$ cat config.mk
export PLATFORM = sky130hd
export DESIGN_NAME = button_event_scheduler
export DESIGN_NICKNAME = d
export VERILOG_FILES = /design/src/rtl/button_pkg.sv /design/src/rtl/debounce_channel.sv /design/src/rtl/button_event_scheduler.sv
export SDC_FILE = /design/constraint.sdc
export NUM_CORES = 1
export LEC_CHECK = 0
export BUFFER_PORTS_ARGS = -buffer_cell sky130_fd_sc_hd__buf_4
export CORE_ASPECT_RATIO = 1.5
export CORE_MARGIN = 3
export CORE_UTILIZATION = 38
export CTS_CLUSTER_DIAMETER = 80
export DETAILED_ROUTE_END_ITERATION = 10
export HOLD_SLACK_MARGIN = 0.02
export PLACE_DENSITY = 0.63
export SLEW_MARGIN = 20
export SYNTH_ARGS = -nofsm -noshare
export SYNTH_HDL_FRONTEND = slang
export SYNTH_SLANG_ARGS = --single-unit
$ cat constraint.sdc
create_clock -name clk -period 1.9 [get_ports clk]
set_input_delay 0.19 -clock clk [delete_from_list [all_inputs] [get_ports clk]]
set_output_delay 0.19 -clock clk [all_outputs]
set_load 0.005 [all_outputs]
$ cat src/rtl/button_pkg.sv
// -----------------------------------------------------------------------------
// button_pkg
// Shared definitions for the button event scheduler:
//   - arb_state_e : state encoding of the round-robin event arbiter
//   - width_for() : clog2-based width helper (never narrower than one bit),
//                   used for the event id and debounce counter widths
// -----------------------------------------------------------------------------
package button_pkg;

    typedef enum logic {
        ST_IDLE  = 1'b0,
        ST_OFFER = 1'b1
    } arb_state_e;

    // Number of bits needed to hold the values 0..count-1, minimum one bit.
    function automatic int unsigned width_for(input int unsigned count);
        int unsigned w;
        w = 1;
        if (count > 2) begin
            w = $clog2(count);
        end
        return w;
    endfunction

endpackage

$ cat src/rtl/debounce_channel.sv
// -----------------------------------------------------------------------------
// debounce_channel
// One input channel: two-flop synchronizer, tick-sampled symmetric debounce
// filter and registered press (rising edge of the clean level) detector.
//
// Ports:
//   clk, rst_n : clock, asynchronous active-low reset
//   raw        : asynchronous switch input
//   tick       : one-cycle sample strobe from the shared prescaler
//   clean      : debounced level
//   press      : one-cycle pulse, registered, one cycle after clean rises
// -----------------------------------------------------------------------------
module debounce_channel
    import button_pkg::*;
#(
    parameter int STABLE_TICKS = 8
) (
    input  logic clk,
    input  logic rst_n,
    input  logic raw,
    input  logic tick,
    output logic clean,
    output logic press
);

    localparam int CNT_W = width_for(STABLE_TICKS);
    localparam logic [CNT_W-1:0] CNT_LAST = CNT_W'(STABLE_TICKS - 1);

    logic             sync1_q, sync1_d;
    logic             sync2_q, sync2_d;
    logic [CNT_W-1:0] cnt_q, cnt_d;
    logic             clean_q, clean_d;
    logic             clean_prev_q, clean_prev_d;
    logic             press_q, press_d;

    always_comb begin
        sync1_d      = raw;
        sync2_d      = sync1_q;
        cnt_d        = cnt_q;
        clean_d      = clean_q;
        clean_prev_d = clean_q;
        press_d      = clean_q & ~clean_prev_q;

        // The counter tracks consecutive ticks on which the synchronized
        // input disagrees with the clean level; any agreeing tick restarts it.
        if (tick) begin
            if (sync2_q == clean_q) begin
                cnt_d = '0;
            end else if (cnt_q == CNT_LAST) begin
                clean_d = sync2_q;
                cnt_d   = '0;
            end else begin
                cnt_d = cnt_q + CNT_W'(1);
            end
        end
    end

    always_ff @(posedge clk or negedge rst_n) begin
        if (!rst_n) begin
            sync1_q      <= 1'b0;
            sync2_q      <= 1'b0;
            cnt_q        <= '0;
            clean_q      <= 1'b0;
            clean_prev_q <= 1'b0;
            press_q      <= 1'b0;
        end else begin
            sync1_q      <= sync1_d;
            sync2_q      <= sync2_d;
            cnt_q        <= cnt_d;
            clean_q      <= clean_d;
            clean_prev_q <= clean_prev_d;
            press_q      <= press_d;
        end
    end

    assign clean = clean_q;
    assign press = press_q;

endmodule

$ cat src/rtl/button_event_scheduler.sv
// -----------------------------------------------------------------------------
// button_event_scheduler
// Debounces N_BTN raw inputs with a shared sample-tick prescaler, turns each
// debounced press into a pending event and offers pending events one at a
// time on a valid/ready port using round-robin arbitration.
//
// Ports:
//   clk, rst_n  : clock, asynchronous active-low reset
//   raw         : asynchronous switch inputs
//   clean       : debounced levels
//   evt_valid   : event offered (held until accepted)
//   evt_ready   : consumer accepts when evt_valid && evt_ready
//   evt_id      : channel index of the offered event
//   overrun     : sticky per-channel flag, a press was lost
//   clr_overrun : single-cycle pulse clearing all overrun bits
// -----------------------------------------------------------------------------
module button_event_scheduler
    import button_pkg::*;
#(
    parameter  int N_BTN        = 4,
    parameter  int TICK_DIV     = 100000,
    parameter  int STABLE_TICKS = 8,
    localparam int ID_W         = width_for(N_BTN)
) (
    input  logic             clk,
    input  logic             rst_n,
    input  logic [N_BTN-1:0] raw,
    output logic [N_BTN-1:0] clean,
    output logic             evt_valid,
    input  logic             evt_ready,
    output logic [ID_W-1:0]  evt_id,
    output logic [N_BTN-1:0] overrun,
    input  logic             clr_overrun
);

    localparam int PRESC_W = width_for(TICK_DIV);
    localparam logic [PRESC_W-1:0] PRESC_LAST = PRESC_W'(TICK_DIV - 1);

    logic [PRESC_W-1:0] presc_q, presc_d;
    logic               tick;
    logic [N_BTN-1:0]   press;
    logic [N_BTN-1:0]   pending_q, pending_d;
    logic [N_BTN-1:0]   overrun_q, overrun_d;
    logic [N_BTN-1:0]   accept_mask;
    logic               accept;

    arb_state_e         state_q;
    logic               evt_valid_q;
    logic [ID_W-1:0]    evt_id_q;
    logic [ID_W-1:0]    last_grant_q;
    logic               pick_found;
    logic [ID_W-1:0]    pick_id;

    // Shared sample-tick prescaler.
    always_comb begin
        tick    = (presc_q == PRESC_LAST);
        presc_d = tick ? '0 : presc_q + PRESC_W'(1);
    end

    for (genvar i = 0; i < N_BTN; i++) begin : g_chan
        debounce_channel #(
            .STABLE_TICKS (STABLE_TICKS)
        ) u_chan (
            .clk   (clk),
            .rst_n (rst_n),
            .raw   (raw[i]),
            .tick  (tick),
            .clean (clean[i]),
            .press (press[i])
        );
    end

    // A press landing on the channel being accepted this cycle re-arms the
    // pending bit instead of being counted as lost; setting overrun beats clear.
    always_comb begin
        accept      = evt_valid_q & evt_ready;
        accept_mask = '0;
        if (accept) begin
            accept_mask[evt_id_q] = 1'b1;
        end
        pending_d = (pending_q & ~accept_mask) | press;
        overrun_d = clr_overrun ? '0 : overrun_q;
        overrun_d = overrun_d | (press & pending_q & ~accept_mask);
    end

    // Round-robin search starting just above the last granted channel.
    always_comb begin
        int unsigned idx;
        logic [ID_W-1:0] cand;
        pick_found = 1'b0;
        pick_id    = '0;
        idx        = 0;
        cand       = '0;
        for (int k = 1; k <= N_BTN; k++) begin
            idx = int'(last_grant_q) + k;
            if (idx >= N_BTN) begin
                idx = idx - N_BTN;
            end
            cand = ID_W'(idx);
            if (!pick_found && pending_q[cand]) begin
                pick_found = 1'b1;
                pick_id    = cand;
            end
        end
    end

    always_ff @(posedge clk or negedge rst_n) begin
        if (!rst_n) begin
            presc_q   <= '0;
            pending_q <= '0;
            overrun_q <= '0;
        end else begin
            presc_q   <= presc_d;
            pending_q <= pending_d;
            overrun_q <= overrun_d;
        end
    end

    // Arbiter: the offer is latched on entry to OFFER and held until accepted.
    always_ff @(posedge clk or negedge rst_n) begin
        if (!rst_n) begin
            state_q      <= ST_IDLE;
            evt_valid_q  <= 1'b0;
            evt_id_q     <= '0;
            last_grant_q <= ID_W'(N_BTN - 1);
        end else begin
            case (state_q)
                ST_IDLE: begin
                    if (pick_found) begin
                        evt_id_q    <= pick_id;
                        evt_valid_q <= 1'b1;
                        state_q     <= ST_OFFER;
                    end
                end
                ST_OFFER: begin
                    if (evt_ready) begin
                        evt_valid_q  <= 1'b0;
                        last_grant_q <= evt_id_q;
                        state_q      <= ST_IDLE;
                    end
                end
                default: begin
                    state_q <= ST_IDLE;
                end
            endcase
        end
    end

    assign evt_valid = evt_valid_q;
    assign evt_id    = evt_id_q;
    assign overrun   = overrun_q;

endmodule

* Word-level counts from Yosys, hierarchy flattened
Index checks and enable logic that the tools add are counted.
** Word-level totals
- Register bits after elaboration :: 63
- Latch bits :: 0
- Bits in writable memories :: 0
- Memory bits (read-only) :: 0
- Bits of input ports :: 8
- Output and inout port bits :: 11
- Memories kept :: 0
** Cells by class
- Add/subtract/negate cells :: 13
- $mul :: 0
- Div/mod/pow operators :: 0
- $lt $le $gt $ge :: 10
- Eq/ne operators :: 11
- Shift-type cells :: 0
- Multiplexer cells :: 39
- Bitwise logic cells :: 20
- Reduce and logical (&&, ||, !) cells :: 14
** Operator list (count)
- 3-bit two-way mux :: 8
- 17-bit by 1-bit adder with 17-bit output (second input constant) :: 1
- 17-bit == test (second input constant) :: 1
- 17-bit two-way mux :: 1
- 2-bit two-way mux :: 8
- 2-bit by 3-bit < comparator with 1-bit output (second input constant) :: 5
- 1-bit two-way mux :: 13
- 3-bit by 1-bit adder with 3-bit output (second input constant) :: 4
- 4-bit AND :: 3
- 3-bit == test (second input constant) :: 4
- 3-bit AND reduction :: 4
- 3-bit greater-or-equal comparator (second input constant) :: 3
- 1-bit inverter :: 9
- 1-bit binary-select mux with 2-bit select :: 4
- 4-bit two-way mux :: 2
- 4-bit bitwise OR :: 2
- 2-bit by 1-bit subtractor with 2-bit output (second input constant) :: 4
- 2-bit by 2-bit adder with 3-bit output (second input constant) :: 2
- 2-bit AND reduction :: 3
- 1-bit AND :: 5
- 2-bit by 3-bit adder with 4-bit output (second input constant) :: 1
- 1-bit == test :: 4
- 4-bit by 3-bit greater-or-equal comparator with 1-bit output (second input constant) :: 1
- 1-bit logical AND :: 4
- other kinds (7) :: 11

* Longest topological paths before layout
- Depth after elaboration :: 17
- Depth in mapped cells :: 7
- Gate-level depth less buffers :: 5

* Cells and area by module
Synthesis repeated with hierarchy kept, for this count alone.
** Unflattened totals
- Cell total of the unflattened synthesis :: 226
- Area total of the unflattened synthesis :: 2632.5 µm²
** Modules (own cells, without submodules)
- button_event_scheduler :: instances 1, cells an instance 134, area each 1426.4 µm², seq. area each 778.2 µm²
- debounce_channel :: instances 4, cells an instance 23, area each 301.5 µm², seq. area each 200.2 µm²

* Worst setup path after synthesis
OpenSTA, ideal clock, no wires.
- Path kind :: reg-to-reg
- Start :: register presc_q[13]
- End :: register g_chan[0].u_chan.clean_q
- Setup time :: 127 ps
- Arrival :: 2005 ps
- Required time :: 1773 ps
- Slack :: -233 ps
- Cell stages (with the launch flop) :: 6
- Buffers on the path :: 1
- Period minus slack after synthesis :: 2133 ps
- Cells stage by stage :: dfrtp_1 > or4b_1 > or4_4 > buf_6 > nor2_2 > mux2_1
** On the way
- Cells in the longest elaborated chain, start to end :: 2
** RTL lines
- from (decl) :: RTL line button_event_scheduler.sv:39 : logic [PRESC_W-1:0] presc_q, presc_d;
- from (signal assigned) :: RTL line button_event_scheduler.sv:113 : presc_q <= presc_d;
- 17-bit == test :: RTL line button_event_scheduler.sv:56 : tick = (presc_q == PRESC_LAST);
- 3-bit AND reduction (no line)
- to (signal assigned) :: RTL line debounce_channel.sv:70 : clean_q <= clean_d;
- to (decl) :: RTL line debounce_channel.sv:32 : logic clean_q, clean_d;
No other way between the ends.
A chain may end at the register's enable or synchronous reset.

* Worst setup path in the final report
- Start :: register presc_q[8]
- End :: register g_chan[2].u_chan.clean_q
** On the way
- Cells in the longest elaborated chain, start to end :: 2
** RTL lines (RTL line)
- 17-bit == test :: button_event_scheduler.sv:56
- 3-bit AND reduction (no line)
- to (signal assigned) :: debounce_channel.sv:70
- to (decl) :: debounce_channel.sv:32
No other way between the ends.

==> impl_results.rst <==
.. list-table::
   :header-rows: 1

   * - Metric
     - Value
   * - Global-route usage over all layers
     - 13.28%
   * - Clock root buffer
     - clkbuf_8
   * - Cells along the critical path
     - or4b_4 > or4_4 > nor2_2 > mux2_4
   * - YS warnings
     - 0
   * - Number of max-capacitance violations reported
     - 0
   * - Outcome
     - finished, violations left
   * - Startpoint type of the worst setup path
     - flop
   * - Iteration-0 DRC Markers
     - 80
   * - # fillers
     - 600
   * - Number of buffers added by the clock tree synthesis step
     - 9
   * - Detailed-router iteration count before antenna repair
     - 4
   * - Count of unique library cells instantiated by Yosys
     - 38
   * - Multi-input gate area in the final layout
     - 0.001077 sq mm
   * - Highest achievable clock rate
     - 0.4746 GHz
   * - Highest-delay cell along the critical path
     - or4_4
   * - CTS H-tree depth
     - 3
   * - Sum of routed wire length over all layers
     - 4.793 mm
   * - Share of flip-flops with an asynchronous set or reset after synthesis
     - 100.0%
   * - Pwr Total
     - 0.003351 W
   * - Met3 layer usage reported by global route
     - 5.074%
   * - Starting density of the core
     - 40.28%
   * - Count of endpoints failing hold in the final timing report
     - 0
   * - Class of the tightest hold or removal check
     - in -> reg
   * - Cell with the most instances after synthesis
     - dfrtp_1
   * - Pwr/cell area
     - 969.6 mW/mm^2
   * - FP Rows
     - 36
   * - Met2 usage in global routing
     - 21.95%
   * - Cell area after technology mapping
     - 0.002685 sq mm
   * - Num Clock Sinks
     - 63
   * - Number of storage elements in the synthesis netlist
     - 63
   * - Number of enable-type register cells in the synthesized netlist
     - 0
   * - Seq. cell area
     - 0.001579 sq mm
   * - Inserted Diodes
     - 0
   * - Buffer depth of the longest clock path
     - 2
   * - Prevailing post-synth register cell
     - dfrtp_1
   * - Number of nets still failing antenna checks after routing
     - 0
   * - Setup crit end kind
     - flop
   * - Met1 usage in global routing
     - 14.57%
   * - DRC errors left
     - 0
   * - Fin worst setup slack
     - -0.2068 ns
   * - Ranking of synthesized cells by area
     - dfrtp_1 (57%), nand2_1 (4.8%), xnor2_1 (4.6%)
   * - Post-synth top cells
     - dfrtp_1 (61), nand2_1 (34), inv_1 (16)
   * - Register bank with the most flops
     - presc_q
   * - Vias in the first global route
     - 1,895
   * - Library cell occupying the most area in the post-synthesis netlist
     - dfrtp_1
   * - Unrepaired setup endpoints after global routing
     - yes
   * - Share of synthesized area occupied by flip-flops and latches
     - 58.81%
   * - IO Pins
     - 19
   * - Wire length per cell after detailed routing
     - 12.82 um
   * - CTS tree
     - yes
   * - Top-area cell type share of the netlist area
     - 56.85%
   * - Die Y
     - 109.0 um
   * - Grt peak-use layer
     - met2
   * - Initial antenna violation count
     - 0
   * - Synthesized net count
     - 255
   * - Slew of the pin with the lowest slew margin
     - 0.7615 ns
   * - Regs by FF count
     - presc_q: 17 flops, g_chan.u_chan.cnt_q: 12 flops
   * - Number of pins exceeding their max-slew limit in the final report
     - 0
   * - Endpoint required time on the critical path
     - 2.12 ns
   * - Global-route wire length before repair
     - 8.121 mm
   * - Core area
     - 0.006666 sq mm
   * - Static leakage
     - 1.629 nW
   * - Pin count of the biggest net entering global routing
     - 64
   * - Layout area overhead
     - 28.70%
   * - Count of vias placed by the detailed router
     - 1,852
   * - Clk_skew
     - 0.007710 ns
   * - Peak VDD IR
     - 0.0004995 V
   * - Remaining Overflow, GRT
     - 0
   * - Max-slew headroom
     - 49.24%
   * - Final period util
     - 110.9%
   * - Die area
     - 0.008131 sq mm
   * - Arrival @ worst endpoint
     - 2.32 ns
   * - Fin nets
     - 310
   * - Die outline width
     - 74.64 um
   * - Largest driver fanout on the critical path
     - 6
   * - Number of port buffers
     - 18
   * - Post-Syn Area per Cell
     - 11.28 sq um
   * - Final total negative setup slack
     - -1.324 ns
   * - Synthesized instance count
     - 238
   * - HPWL after detailed placement
     - 3.180 mm
   * - Clock period minus final worst setup slack
     - 2.107 ns
   * - Violations in the final reports
     - negative setup slack
   * - Final-report setup violation count
     - 14
   * - Skew-Pair Late Insertion Delay
     - 0.34 ns
   * - Startpoint-to-endpoint class of the critical path
     - reg -> reg
   * - Clock slew seen by the registers of the worst setup and hold paths
     - 0.07 ns
   * - Flip-flop count of the largest register after layout
     - 17
   * - Share of post-route cells with drive strength above 1
     - 30.54%
   * - Largest stage delay on the critical path
     - 0.62 ns
   * - Global placement routability congestion
     - 0.8023
   * - Detailed-route vias per instance
     - 4.952
-- stage by stage --
step           setup WS, ns  area [sq um]  hold WS, ns  std cells  util, %
6_report            -0.2068          3456      0.06017        374    51.84
5_1_grt             -0.2481          3456      0.06423        374    51.84
4_1_cts             -0.2155          3406      0.04411        373    51.09
3_5_place_dp        -0.2096          3065       0.3011        349    45.98
3_3_place_gp        -0.1681          3065       0.3008        349    45.98
2_1_floorplan       -0.2028          2711      -0.1056        238        -
-- cell families after synthesis --
family	Yosys count	share of synthesized area, %
compound gates	30	7.549
flops	63	58.81
simple gates	87	16.08
fa+ha+maj	9	4.194
xor+xnor	19	6.198
buf+inv	23	4.334
mux	7	2.842
-- cell type report --
class	count	area share (%)
multi-input combinational	153	31.17
clock buffer	10	3.983
sequential	63	45.69
timing repair buffer	50	11.55
clock inverter	6	3.114
tap	76	2.752
inverter	16	1.738
-- placed cells by master (no fill, tap or decap), types with 2 or more instances in the layout --
master	count
or4_4	2
a21oi_1	2
o21ai_1	5
nor2b_1	4
o31ai_1	2
nor2_2	4
nor2_1	13
o41ai_2	2
mux2i_1	2
nand2_2	6
dfstp_2	2
o21ai_0	6
buf_6	3
buf_4	42
dfrtp_1	61
nand3_1	6
xor2_1	5
ha_1	9
clkbuf_8	10
dlygate4sd3_1	5
mux2_4	4
nand4_1	6
nor4_1	4
nand2b_1	3
bufinv_16	3
xnor2_1	14
nand2_1	27
nor3_1	4
inv_1	16
clkinv_2	2
o21ai_2	2
o22ai_1	5
-- repair_timing --
item,in CTS,in global routing
cloned,1,0
resized for setup,6,12
setup endpoints to repair,17,17
pin swaps,1,1
hold buffers,5,0
setup buffers,2,1
hold endpoints to repair,65,0
-- path summary, 6_finish.rpt --
kind | to | startpoint | cells past startpoint | slack [ns]
worst max-delay path | g_chan[2].u_chan.clean | presc_q[8] | 4 | -0.21
worst min-delay path | state_q | evt_ready | 2 | 0.06
worst max register to register | g_chan[2].u_chan.clean | presc_q[8] | 4 | -0.21
worst min register to register | g_chan[2].u_chan.sync2_q | g_chan[2].u_chan.sync1_q | 0 | 0.34
max in group asynchronous | presc_q[0] | rst_n | 2 | 0.92
min in group asynchronous | pending_q[2] | rst_n | 2 | 0.47
-- per-layer routing --
metal  share of wire, %  up-vias
met1                 42      885
met5                  0        -
met4                2.9        0
met3                3.8       14
met2                 52       32
li1                   -      921
-- critical path, delay by kind of cell (launching register included) --
kind	cells	cell delay, ns
DFF	1	0.38
muxes	1	0.31
and+or+nand+nor	3	1.30
-- power by group --
part	switching [W]	internal, W	leakage [nW]	total [W]
logic	0.000180	0.000191	0.676	0.000371
registers	0.000120	0.00146	0.831	0.00158
clock network	0.000498	0.000902	0.122	0.00140
Power figures use the tool's default switching activity.
